===== src/rtl/sar_conv_sequencer.sv =====
// Sequencer for one SAR conversion (sample, bit-by-bit trials) followed by optional
// comparator-driven tracking. All outputs come straight from flops.
module sar_conv_sequencer #(
  parameter int NBITS      = 8,
  parameter int SAMPLE_CYC = 4,
  parameter int SETTLE_W   = 6
) (
  input  logic                ClockT,
  input  logic                ResetN,
  input  logic                Start,
  input  logic                Abort,
  input  logic                TrackEn,
  input  logic [SETTLE_W-1:0] SettleCfg,
  input  logic                CompIn,
  output logic [1:0]          StateP,
  output logic [NBITS-1:0]    SAROut,
  output logic [NBITS-1:0]    DataOut,
  output logic                SampleEn,
  output logic                Busy,
  output logic                Done,
  output logic                Inc,
  output logic                Dcr
);

  // state   | meaning
  // IDLE    | waiting for Start, SAROut held
  // SAMPLE  | input sampling, SAMPLE_CYC cycles
  // CONVERT | one trial bit per S cycles, MSB first
  // TRACK   | +/-1 step of the code every S cycles
  typedef enum logic [1:0] {
    IDLE    = 2'b00,
    SAMPLE  = 2'b01,
    CONVERT = 2'b10,
    TRACK   = 2'b11
  } state_t;

  localparam int IW  = (NBITS > 1) ? $clog2(NBITS) : 1;
  localparam int SCW = (SAMPLE_CYC > 1) ? $clog2(SAMPLE_CYC) : 1;

  state_t              state, state_n;
  logic [NBITS-1:0]    sar_n, data_n, trial;
  logic [SETTLE_W-1:0] s_m1, s_m1_n, cnt, cnt_n;
  logic [IW-1:0]       idx, idx_n;
  logic [SCW-1:0]      scnt, scnt_n;
  logic                done_n, inc_n, dcr_n;

  assign StateP = state;

  always_ff @(posedge ClockT or negedge ResetN) begin
    if (!ResetN) begin
      state    <= IDLE;
      SAROut   <= '0;
      DataOut  <= '0;
      s_m1     <= '0;
      cnt      <= '0;
      idx      <= '0;
      scnt     <= '0;
      Done     <= 1'b0;
      Inc      <= 1'b0;
      Dcr      <= 1'b0;
      Busy     <= 1'b0;
      SampleEn <= 1'b0;
    end else begin
      state    <= state_n;
      SAROut   <= sar_n;
      DataOut  <= data_n;
      s_m1     <= s_m1_n;
      cnt      <= cnt_n;
      idx      <= idx_n;
      scnt     <= scnt_n;
      Done     <= done_n;
      Inc      <= inc_n;
      Dcr      <= dcr_n;
      Busy     <= (state_n == SAMPLE) || (state_n == CONVERT);
      SampleEn <= (state_n == SAMPLE);
    end
  end

  always_comb begin
    state_n = state;
    sar_n   = SAROut;
    data_n  = DataOut;
    s_m1_n  = s_m1;
    cnt_n   = cnt;
    idx_n   = idx;
    scnt_n  = scnt;
    done_n  = 1'b0;
    inc_n   = 1'b0;
    dcr_n   = 1'b0;
    trial   = SAROut;

    case (state)
      IDLE: begin
        if (Start && !Abort) begin
          state_n = SAMPLE;
          // the settle period is kept as S-1 so a zero setting behaves like one cycle
          s_m1_n  = (SettleCfg == '0) ? '0 : SettleCfg - SETTLE_W'(1);
          scnt_n  = SCW'(SAMPLE_CYC - 1);
        end
      end

      SAMPLE: begin
        if (scnt == '0) begin
          state_n = CONVERT;
          sar_n   = {1'b1, {(NBITS-1){1'b0}}};
          idx_n   = IW'(NBITS - 1);
          cnt_n   = s_m1;
        end else begin
          scnt_n = scnt - SCW'(1);
        end
      end

      CONVERT: begin
        if (cnt == '0) begin
          trial[idx] = CompIn;
          cnt_n      = s_m1;
          if (idx != '0) begin
            trial[idx - IW'(1)] = 1'b1;
            idx_n               = idx - IW'(1);
            sar_n               = trial;
          end else begin
            sar_n   = trial;
            data_n  = trial;
            done_n  = 1'b1;
            state_n = TrackEn ? TRACK : IDLE;
          end
        end else begin
          cnt_n = cnt - SETTLE_W'(1);
        end
      end

      TRACK: begin
        if (!TrackEn) begin
          state_n = IDLE;
        end else if (cnt == '0) begin
          cnt_n = s_m1;
          if (CompIn && !(&SAROut)) begin
            sar_n = SAROut + NBITS'(1);
            inc_n = 1'b1;
          end else if (!CompIn && (SAROut != '0)) begin
            sar_n = SAROut - NBITS'(1);
            dcr_n = 1'b1;
          end
          data_n = sar_n;
        end else begin
          cnt_n = cnt - SETTLE_W'(1);
        end
      end

      default: state_n = IDLE;
    endcase

    // abort wins over every in-flight action but leaves the last published code alone
    if (Abort && (state != IDLE)) begin
      state_n = IDLE;
      sar_n   = '0;
      data_n  = DataOut;
      cnt_n   = '0;
      done_n  = 1'b0;
      inc_n   = 1'b0;
      dcr_n   = 1'b0;
    end
  end

endmodule


===== config.mk =====
export PLATFORM = sky130hd
export DESIGN_NAME = sar_conv_sequencer
export DESIGN_NICKNAME = d
export VERILOG_FILES = /design/src/rtl/sar_conv_sequencer.sv
export SDC_FILE = /design/constraint.sdc
export NUM_CORES = 1
export LEC_CHECK = 0
export ABC_AREA = 1
export BUFFER_PORTS_ARGS = -buffer_cell sky130_fd_sc_hd__buf_2
export CAP_MARGIN = 30
export CORE_ASPECT_RATIO = 1.5
export CORE_MARGIN = 2
export CORE_UTILIZATION = 55
export DETAILED_ROUTE_END_ITERATION = 16
export PLACE_DENSITY_LB_ADDON = 0.25
export SETUP_SLACK_MARGIN = 0.3
export SLEW_MARGIN = 5
export SYNTH_ARGS = -nofsm -noshare
export SYNTH_HDL_FRONTEND = slang
export SYNTH_SLANG_ARGS = --single-unit

===== constraint.sdc =====
create_clock -name ClockT -period 3.1 [get_ports ClockT]
set_clock_uncertainty 0.05 [all_clocks]
set_input_delay 0.465 -clock ClockT [delete_from_list [all_inputs] [get_ports ClockT]]
set_output_delay 0.465 -clock ClockT [all_outputs]
set_load 0.1 [all_outputs]

==> reports/metrics.cfg, run 1 <==
[global_routing]
antenna_found_initial=0
grt_pass1_wl_um=11600
grt_use_total=0.281
overflow=0
grt_max_degree=41
grt_pass1_vias=2578

[floorplanning]
die_h_um=89.6
ioPinCount=35
die_area_um2=5470
rows=31
die_x_um=61.1
initial_core_util=0.563
core_um2=4770

[clock_tree]
cts_made_buffers=5
cts_resized=0
hold_buffers=0
cts_buffer_depth=2
cts_tree=yes
cts.sinks=40
clkTransAtPathRegs_ns=0.08
insertion_delay_ns=0.29
h-tree-depth=2
cts_setup_buffers=0
cts_root_buffer=clkbuf_8

[yosys]
syn_area_per_cell_um2=6.85
synthArstFlopShare=1.00
synth_warnings=0
yosys.cell_types.count=35
synth-main-ff-cell=dfrtp_1
syn_inst=392
yosysSeqAreaShare=0.373
syn_nets=414
netlist_area_um2=2690
synth_seq_cells=40
synth_edf_count=0
yosysTopAreaCell=dfrtp_1
yosys-top-cells-area=dfrtp_1 37%, nand2_1 16%, o21ai_0 7.3%
yosysTopAreaCellShare=0.373

[detailed_routing]
vias_per_cell=5.50
drt-initial-drc-count=203
num_vias=2715
wl_met1_um=2650
firstDrtPassIters=5
drc=0
wl_met2_um=3740
topRoutingLayerUsed=met4
wl_per_cell_um=13.9
wirelength_um=6880
met3_wirelength_um=240
ant_nets=0

[pwr]
ir_drop_mv=0.748
power.density_nw_per_um2=1100
leakagePower_nw=1.64

[setup_path]
timing_worst_setup_path_type=reg2reg
critPathArrivalTime_ns=2.28
worstPathRequired_ns=3.26
start_kind=flip-flop
crit_fanout=18
cp-end-kind=flip-flop

[sta]
fmax_mhz=473
rsz0062_at_grt=false
tightestPinTransition_ns=0.883
timing.setup.tns_ns=0
finalCriticalPeriod_ns=2.12
finalMaxSlewViolations=0
finalCritPeriodShare=0.683
relSlewSlack=0.411
setup_viol=0
setup_slack_ns=0.984
finalHoldViolations=0

[cells_and_area]
final_common_cell=nand2_1
layout_common_cells=111 x nand2_1, 52 x nor2_1, 40 x dfrtp_1, 40 x inv_1, 39 x o21ai_0
syn2layout_area_growth_pct=11.6
utilization=0.628
final_nets=449
layout-drive-gt1-share=0.131
num_antenna_cells=0

[status]
status=finished clean

[flow_run]
maxCapViolations=0

[place]
dp_slack_ns=1.03
portBuffers=34
hpwlAfterDp_um=5270
place.gp.congestion=0.982

[hold_path]
min_path_type=in2async

[state kept, by name (all words and copies together), names as in the netlist]
name      count
SampleEn      1
StateP        2
Busy          1
SAROut        8
cnt           6
DataOut       8
idx           3
Dcr           1
Inc           1
scnt          2
Done          1
s_m1          6
[per-layer routing]
metal  global-route usage  up-vias
met5                    0        -
met4                0.126        0
met3               0.0430       23
met2                0.510       91
met1                0.313     1250
li1                     -     1351
[worst max-delay path: stages (launching register included)]
cell and delay, ns:
dfrtp_1 0.49, nand2_1 0.19, clkinv_1 0.46, nand2_1 0.23, nand3_2 0.22, clkinv_2 0.20
nor2_1 0.06, a21oi_1 0.13
[per-stage QoR]
stage                     hold WS, ns  instances  instance area [um^2]  power [mW]
after floorplan                 0.119        392                  2690        2.53
after global placement          0.408        486                  2900        2.91
after detailed placement        0.415        486                  2900        2.94
after CTS                       0.260        494                  3000        3.31
after global routing            0.300        494                  3000        3.58
final                           0.237        494                  3000        3.31
[final timing paths]
check / start / endpoint / slack [ns] / cells past startpoint
worst max register to register: StateP[0] / DataOut[5] / 0.98 / 7
max in group asynchronous: ResetN / SAROut[2] / 2.21 / 1
worst min-delay path: ResetN / scnt[0] / 0.24 / 1
worst min register to register: scnt[1] / scnt[1] / 0.43 / 1
min in group ClockT: SettleCfg[0] / s_m1[0] / 0.35 / 2
worst max-delay path: StateP[0] / DataOut[5] / 0.98 / 7
[where the power goes]
part	leakage, nW	switching, mW	total, mW	internal (mW)
combinational	1.10	1.59	2.07	0.471
sequential	0.501	0.167	0.881	0.714
clock	0.0445	0.181	0.362	0.181
total	1.64	1.94	3.31	1.37
[cell families (layout without fill, tap and decap cells)]
| logic type | after synthesis | in the layout | share of synthesized area |
|---|---|---|---|
| simple gates | 216 | 216 | 0.339 |
| compound gates | 69 | 69 | 0.145 |
| buf+inv | 51 | 87 | 0.0768 |
| flops | 40 | 40 | 0.373 |
| fa+ha+maj | 10 | 10 | 0.0466 |
| xor+xnor | 6 | 6 | 0.0196 |
[final cells by class]
cell class	count	area [um^2]
inverter	45	170
sequential	40	1000
fill	474	1770
timing repair buffer	34	170
multi-input combinational	301	1480
tap	66	82.6
clock inverter	1	7.51
clock buffer	7	86.3
[cell usage after synthesis, types with 3 or more instances]
library cell / instances
o21ai_1: 3
o211ai_1: 5
dfrtp_1: 40
nor2_1: 52
nand2_2: 3
inv_2: 3
xor2_1: 3
inv_1: 40
a21oi_1: 11
ha_1: 10
o22ai_1: 3
nand2_1: 111
nor3_1: 4
nand4_1: 5
o21ai_0: 39
nand3_1: 33
xnor2_1: 3
Power figures use the tool's default switching activity.
==> inputs of run 2 (changes only) <==
Settings changed: ABC_AREA 1 to 0.
Clock period 3.1 ns to 2.2 ns, I/O delays scaled along.
==> reports/metrics.cfg, run 2 <==
[place]
hpwlAfterDp_um=5510  ; +4.4%
portBuffers=34  ; unchanged
place.gp.congestion=0.876  ; -11%

[yosys]
yosysTopAreaCell=dfrtp_1
yosys-top-cells-area=dfrtp_1 36%, o21ai_0 5.3%, ha_1 4.5%
yosysSeqAreaShare=0.362  ; -0.0101
syn_area_per_cell_um2=8.27  ; +21%
synth_warnings=0  ; unchanged
yosysMostFrequentCell=dfrtp_1
yosysTopAreaCellShare=0.362  ; -0.0101
synth_edf_count=0  ; unchanged
yosys.cell_types.count=55  ; +57%
syn_nets=356  ; -14%
syn_inst=334  ; -15%
netlist_area_um2=2760  ; +2.8%
synthArstFlopShare=1.00  ; unchanged
synth_seq_cells=40  ; unchanged
synth.top_cells.by_count=40 x dfrtp_1, 30 x nand2_1, 29 x o21ai_0
synth-main-ff-cell=dfrtp_1

[global_routing]
grt_max_degree=36  ; -12%
grt_pass1_vias=2811  ; +9.0%
grt_use_total=0.292  ; +0.0109
overflow=0  ; unchanged
grt_pass1_wl_um=12500  ; +7.7%
antenna_found_initial=0  ; unchanged

[pwr]
pwr-share-clk=0.147  ; +0.037
ir_drop_mv=0.566  ; -24%
power.density_nw_per_um2=976  ; -12%
total_power_mw=3.50  ; +5.7%
intPower_mw=1.90  ; +39%
p_sw_mw=1.60  ; -18%
swShare=0.456  ; -0.131
leakagePower_nw=1.58  ; -4.2%
seqPwrFrac=0.302  ; +0.036
pwr-share-comb=0.551  ; -0.073

[sta]
finalHoldViolations=0  ; unchanged
tightestPinTransition_ns=0.810  ; -0.0733 ns
timing.setup.tns_ns=0  ; unchanged
finalCritPeriodShare=0.960  ; +0.277
fmax_mhz=473  ; +0.20%
relSlewSlack=0.460  ; +0.0488
finalCriticalPeriod_ns=2.11  ; -0.00416 ns
finalMaxSlewViolations=0  ; unchanged
setup_viol=0  ; unchanged
rsz0062_at_grt=true

[setup_path]
timing_worst_setup_path_type=reg2reg
start_kind=flip-flop
crit_fanout=5  ; -13
ff2ff_path_depth=7  ; unchanged
r2r-end=SAROut[4]
worstPathRequired_ns=2.39  ; -0.87 ns
r2r_slack_ns=0.09  ; -0.90 ns
r2r_start=cnt[0]
critPathArrivalTime_ns=2.30  ; +0.02 ns
cp-end-kind=flip-flop

[status]
status=finished clean

[floorplanning]
die_area_um2=5620  ; +2.6%
core_um2=4850  ; +1.6%
die_x_um=61.9  ; +1.3%
rows=31  ; unchanged
die_h_um=90.8  ; +1.3%
initial_core_util=0.570  ; +0.00647
ioPinCount=35  ; unchanged

[clock_tree]
cts_tree=yes
cts_made_buffers=5  ; unchanged
h-tree-depth=2  ; unchanged
cts_buffer_depth=2  ; unchanged
cts_root_buffer=clkbuf_8
clkTransAtPathRegs_ns=0.08  ; about the same
insertion_delay_ns=0.30  ; about the same
cts.sinks=40  ; unchanged

[hold_path]
min_path_type=in2async

[detailed_routing]
firstDrtPassIters=4  ; -1
wirelength_um=7740  ; +12%
wl_per_cell_um=17.0  ; +22%
drc=0  ; unchanged
vias_per_cell=6.15  ; +12%
num_vias=2804  ; +3.3%
ant_nets=0  ; unchanged
drt-initial-drc-count=279  ; +37%

[cells_and_area]
layout_common_cells=34 x buf_2, 30 x dfrtp_1, 30 x nand2_1
final_nets=411  ; -8.5%
multi_input_area_um2=1820  ; +23%
num_antenna_cells=0  ; unchanged
seq_area_um2=1030  ; +3.0%
utilization=0.739  ; +0.111
final_common_cell=buf_2
syn2layout_area_growth_pct=29.8
nFillCells=372  ; -22%
layout-drive-gt1-share=0.369  ; +0.238
top_regs=DataOut x8, SAROut x8

[flow_run]
maxCapViolations=0  ; unchanged

-- run 2: changes by cell type after synthesis, moves of 8 or more --
cell      change
nor3_1       +14
nand2b_1      +8
nand3_1      -25
inv_1        -24
mux2i_1       +9
clkbuf_1     +15
nor3b_1       +9
nand2_1      -81
o21ai_0      -10
nor2_1       -27
a21oi_1      +13
-- run 2: timing repair --
item / 4_1_cts / 5_1_grt
pin swaps: 8 / 11
hold buffers: 0 / 0
endpoints found under the setup margin: 30 / 32
setup buffers: 7 / 3
resized for setup: 31 / 31
gates cloned: 0 / 0
hold endpoints to repair: 0 / 0
-- run 2: layer usage --
layer,global-route usage,routed length [um],vias up
met1,0.315,2860,1369
li1,-,-,1322
met2,0.506,4320,91
met3,0.0544,340,22
met4,0.152,217,0
met5,0,0,-
-- run 2: cells by family after synthesis --
kind of cell	synth area share
buffers and inverters	0.0621
DFF	0.362
AOI/OAI and AO/OA	0.213
muxes	0.0449
adders and majority gates	0.0453
and+or+nand+nor	0.254
xor gates and xnor gates	0.0190
-- run 2: through the flow --
stage	setup WS [ns]	instances	hold WS, ns	instance area (um^2)
global route	-0.0135	456	0.132	3580
floorplan	0.00275	334	-0.0156	2910
finish	0.0878	456	0.0705	3580
global placement	0.0373	438	0.395	3200
CTS	0.0999	453	0.0876	3450
detailed placement	-0.00817	438	0.403	3200
-- run 2: area by class of cell --
cell class,count,area share
clock buffer,8,0.0251
inverter,16,0.0182
multi-input combinational,254,0.508
sequential,40,0.288
tap,66,0.0230
timing repair buffer,72,0.138
-- run 2: power groups by stage --
| stage | clock network, mW | registers [mW] | logic (mW) |
|---|---|---|---|
| after global routing | 0.555 | 1.07 | 2.08 |
| after CTS | 0.519 | 1.04 | 1.84 |
| after detailed placement | 0 | 1.06 | 1.69 |
| after floorplan | 0 | 1.30 | 0.966 |
| final | 0.514 | 1.06 | 1.93 |
| after global placement | 0 | 1.05 | 1.66 |
-- run 2: critical path, stage by stage (launching register included) --
cell and delay [ns]:
dfrtp_1 0.38, inv_1 0.06, ha_2 0.17, or4b_4 0.50
buf_6 0.15, or4_4 0.46, a21oi_1 0.17, a211o_1 0.12
-- run 2: worst max-delay path by stage --
stage	cells after the start	from	endpoint
floorplan	8	cnt[0]	DataOut[4]
CTS	8	cnt[1]	SAROut[6]
global route	7	cnt[0]	SAROut[4]
finish	7	cnt[0]	SAROut[4]
detailed placement	8	cnt[1]	SAROut[5]
global placement	8	cnt[0]	SAROut[5]
==> inputs of run 3 (changes only) <==
Settings changed: ABC_AREA 0 to 1.
==> reports/metrics.cfg, run 3 (synthesis results as in run 1) <==
[status]
status=finished clean

[setup_path]
timing_worst_setup_path_type=reg2reg
cp_slowest_cell=dfrtp_4
start_kind=flip-flop
r2r_slack_ns=0.37  ; +0.29 ns
cp_common_cell=nand2_1
slowest_delay_ns=0.45  ; -0.05 ns
cp-end-kind=flip-flop
crit_fanout=5  ; unchanged
critPathArrivalTime_ns=1.96  ; -0.34 ns
crit_chain=clkinvlp_4 > buf_4 > ha_1 > nand2_1 > xor2_1 > nand2_1 > nand2_1 > nand2_1 > nand3_2 > nand2_1 > nand2_1 > nand2_1
worstPathRequired_ns=2.34  ; -0.05 ns

[detailed_routing]
firstDrtPassIters=5  ; +1
vias_per_cell=5.67  ; -7.8%
drt-initial-drc-count=255  ; -8.6%
ant_nets=0  ; unchanged
wl_per_cell_um=14.8  ; -13%
drc=0  ; unchanged
wirelength_um=7610  ; -1.6%
num_vias=2915  ; +4.0%

[floorplanning]
die_x_um=61.1  ; -1.3%
core_um2=4770  ; -1.6%
die_area_um2=5470  ; -2.6%
die_h_um=89.6  ; -1.3%
rows=31  ; unchanged
ioPinCount=35  ; unchanged
initial_core_util=0.563  ; -0.00647

[clock_tree]
cts.sinks=40  ; unchanged
cts_tree=yes
cts_buffer_depth=2  ; unchanged
clkTransAtPathRegs_ns=0.08  ; about the same
insertion_delay_ns=0.29  ; about the same
cts_root_buffer=clkbuf_8
h-tree-depth=2  ; unchanged
cts_made_buffers=5  ; unchanged

[sta]
finalMaxSlewViolations=0  ; unchanged
timing.setup.tns_ns=0  ; unchanged
setup_viol=0  ; unchanged
rsz0062_at_grt=true
tightestPinTransition_ns=0.563  ; -0.247 ns
finalHoldViolations=0  ; unchanged
relSlewSlack=0.625  ; +0.165
fmax_mhz=548  ; +16%
hold_slack_ns=0.213  ; +0.143 ns
finalCritPeriodShare=0.830  ; -0.130
finalCriticalPeriod_ns=1.83  ; -0.286 ns

[cells_and_area]
top_regs=DataOut x8, SAROut x8
syn2layout_area_growth_pct=22.1
layout-drive-gt1-share=0.243  ; -0.126
num_antenna_cells=0  ; unchanged
layout_common_cells=107 x nand2_1, 47 x nor2_1, 37 x o21ai_0
nFillCells=437  ; +17%
final_nets=469  ; +14%
final_common_cell=nand2_1

[pwr]
seqPwrFrac=0.252  ; -0.050
swShare=0.576  ; +0.120
leakagePower_nw=1.75  ; +11%
p_sw_mw=2.92  ; +83%
pwr-share-comb=0.648  ; +0.097
intPower_mw=2.15  ; +13%
pwr-share-clk=0.100  ; -0.047
ir_drop_mv=1.02  ; +80%
power.density_nw_per_um2=1540  ; +58%
total_power_mw=5.06  ; +45%

[place]
place.gp.congestion=0.973  ; +11%
hpwlAfterDp_um=5610  ; +1.8%
portBuffers=34  ; unchanged

[global_routing]
overflow=0  ; unchanged
antenna_found_initial=0  ; unchanged
grt_max_degree=25  ; -31%
grt_use_total=0.291  ; -0.000662
grt_pass1_wl_um=11800  ; -4.9%
grt_pass1_vias=2681  ; -4.6%

[hold_path]
min_path_type=in2reg

[flow_run]
maxCapViolations=0  ; unchanged

-- run 3: final timing paths --
path | startpoint | end | cells after the start
worst max-delay path | SAROut[0] | SAROut[4] | 12
worst min-delay path | SettleCfg[0] | s_m1[0] | 2
worst max register to register | SAROut[0] | SAROut[4] | 12
worst min register to register | scnt[1] | scnt[1] | 1
max in group asynchronous | ResetN | SAROut[6] | 3
min in group asynchronous | ResetN | StateP[0] | 2
-- run 3: power groups by stage --
stage,Combinational [mW],Sequential (mW),Clock [mW]
after CTS,3.02,1.28,0.516
after floorplan,1.44,2.17,0
final,3.28,1.28,0.507
after detailed placement,2.95,1.28,0
after global routing,3.55,1.31,0.546
after global placement,2.91,1.28,0
-- run 3: timing repair --
action,4_1_cts,5_1_grt
cloned,0,1
hold endpoints to repair,22,0
endpoints found under the setup margin,10,19
hold buffers,1,0
resized for setup,7,25
setup buffers,3,10
pin swaps,2,10
-- run 3: stage by stage --
| stage | setup WS [ns] | area, um^2 | util | instances |
|---|---|---|---|---|
| floorplan | 0.313 | 2720 | - | 392 |
| global placement | 0.152 | 2970 | 0.623 | 491 |
| detailed placement | 0.110 | 2970 | 0.623 | 491 |
| CTS | 0.294 | 3120 | 0.654 | 503 |
| global route | 0.260 | 3280 | 0.687 | 514 |
| finish | 0.374 | 3280 | 0.687 | 514 |
-- run 3: critical path: cells and delay by family (launching register included) --
kind,cells,cell delay [ns]
XOR/XNOR,1,0.14
AND/OR/NAND/NOR,8,0.53
buffers and inverters,2,0.26
adder cells (fa/ha/maj),1,0.26
flip-flops,1,0.45
-- run 3: cell type report --
class,instances,area (um^2),share of cell area
clock buffer,7,86.3,0.0263
sequential,40,1020,0.312
tap,66,82.6,0.0252
multi-input combinational,302,1590,0.484
timing repair buffer,53,315,0.0961
clock inverter,1,7.51,0.00229
inverter,45,178,0.0542
-- run 3: routing by layer --
| layer | GRT usage | share of wire | vias up |
|---|---|---|---|
| met1 | 0.324 | 0.37 | 1354 |
| met4 | 0.154 | 0.044 | 0 |
| li1 | - | - | 1397 |
| met2 | 0.515 | 0.52 | 129 |
| met3 | 0.0473 | 0.059 | 35 |
| met5 | 0 | 0 | - |
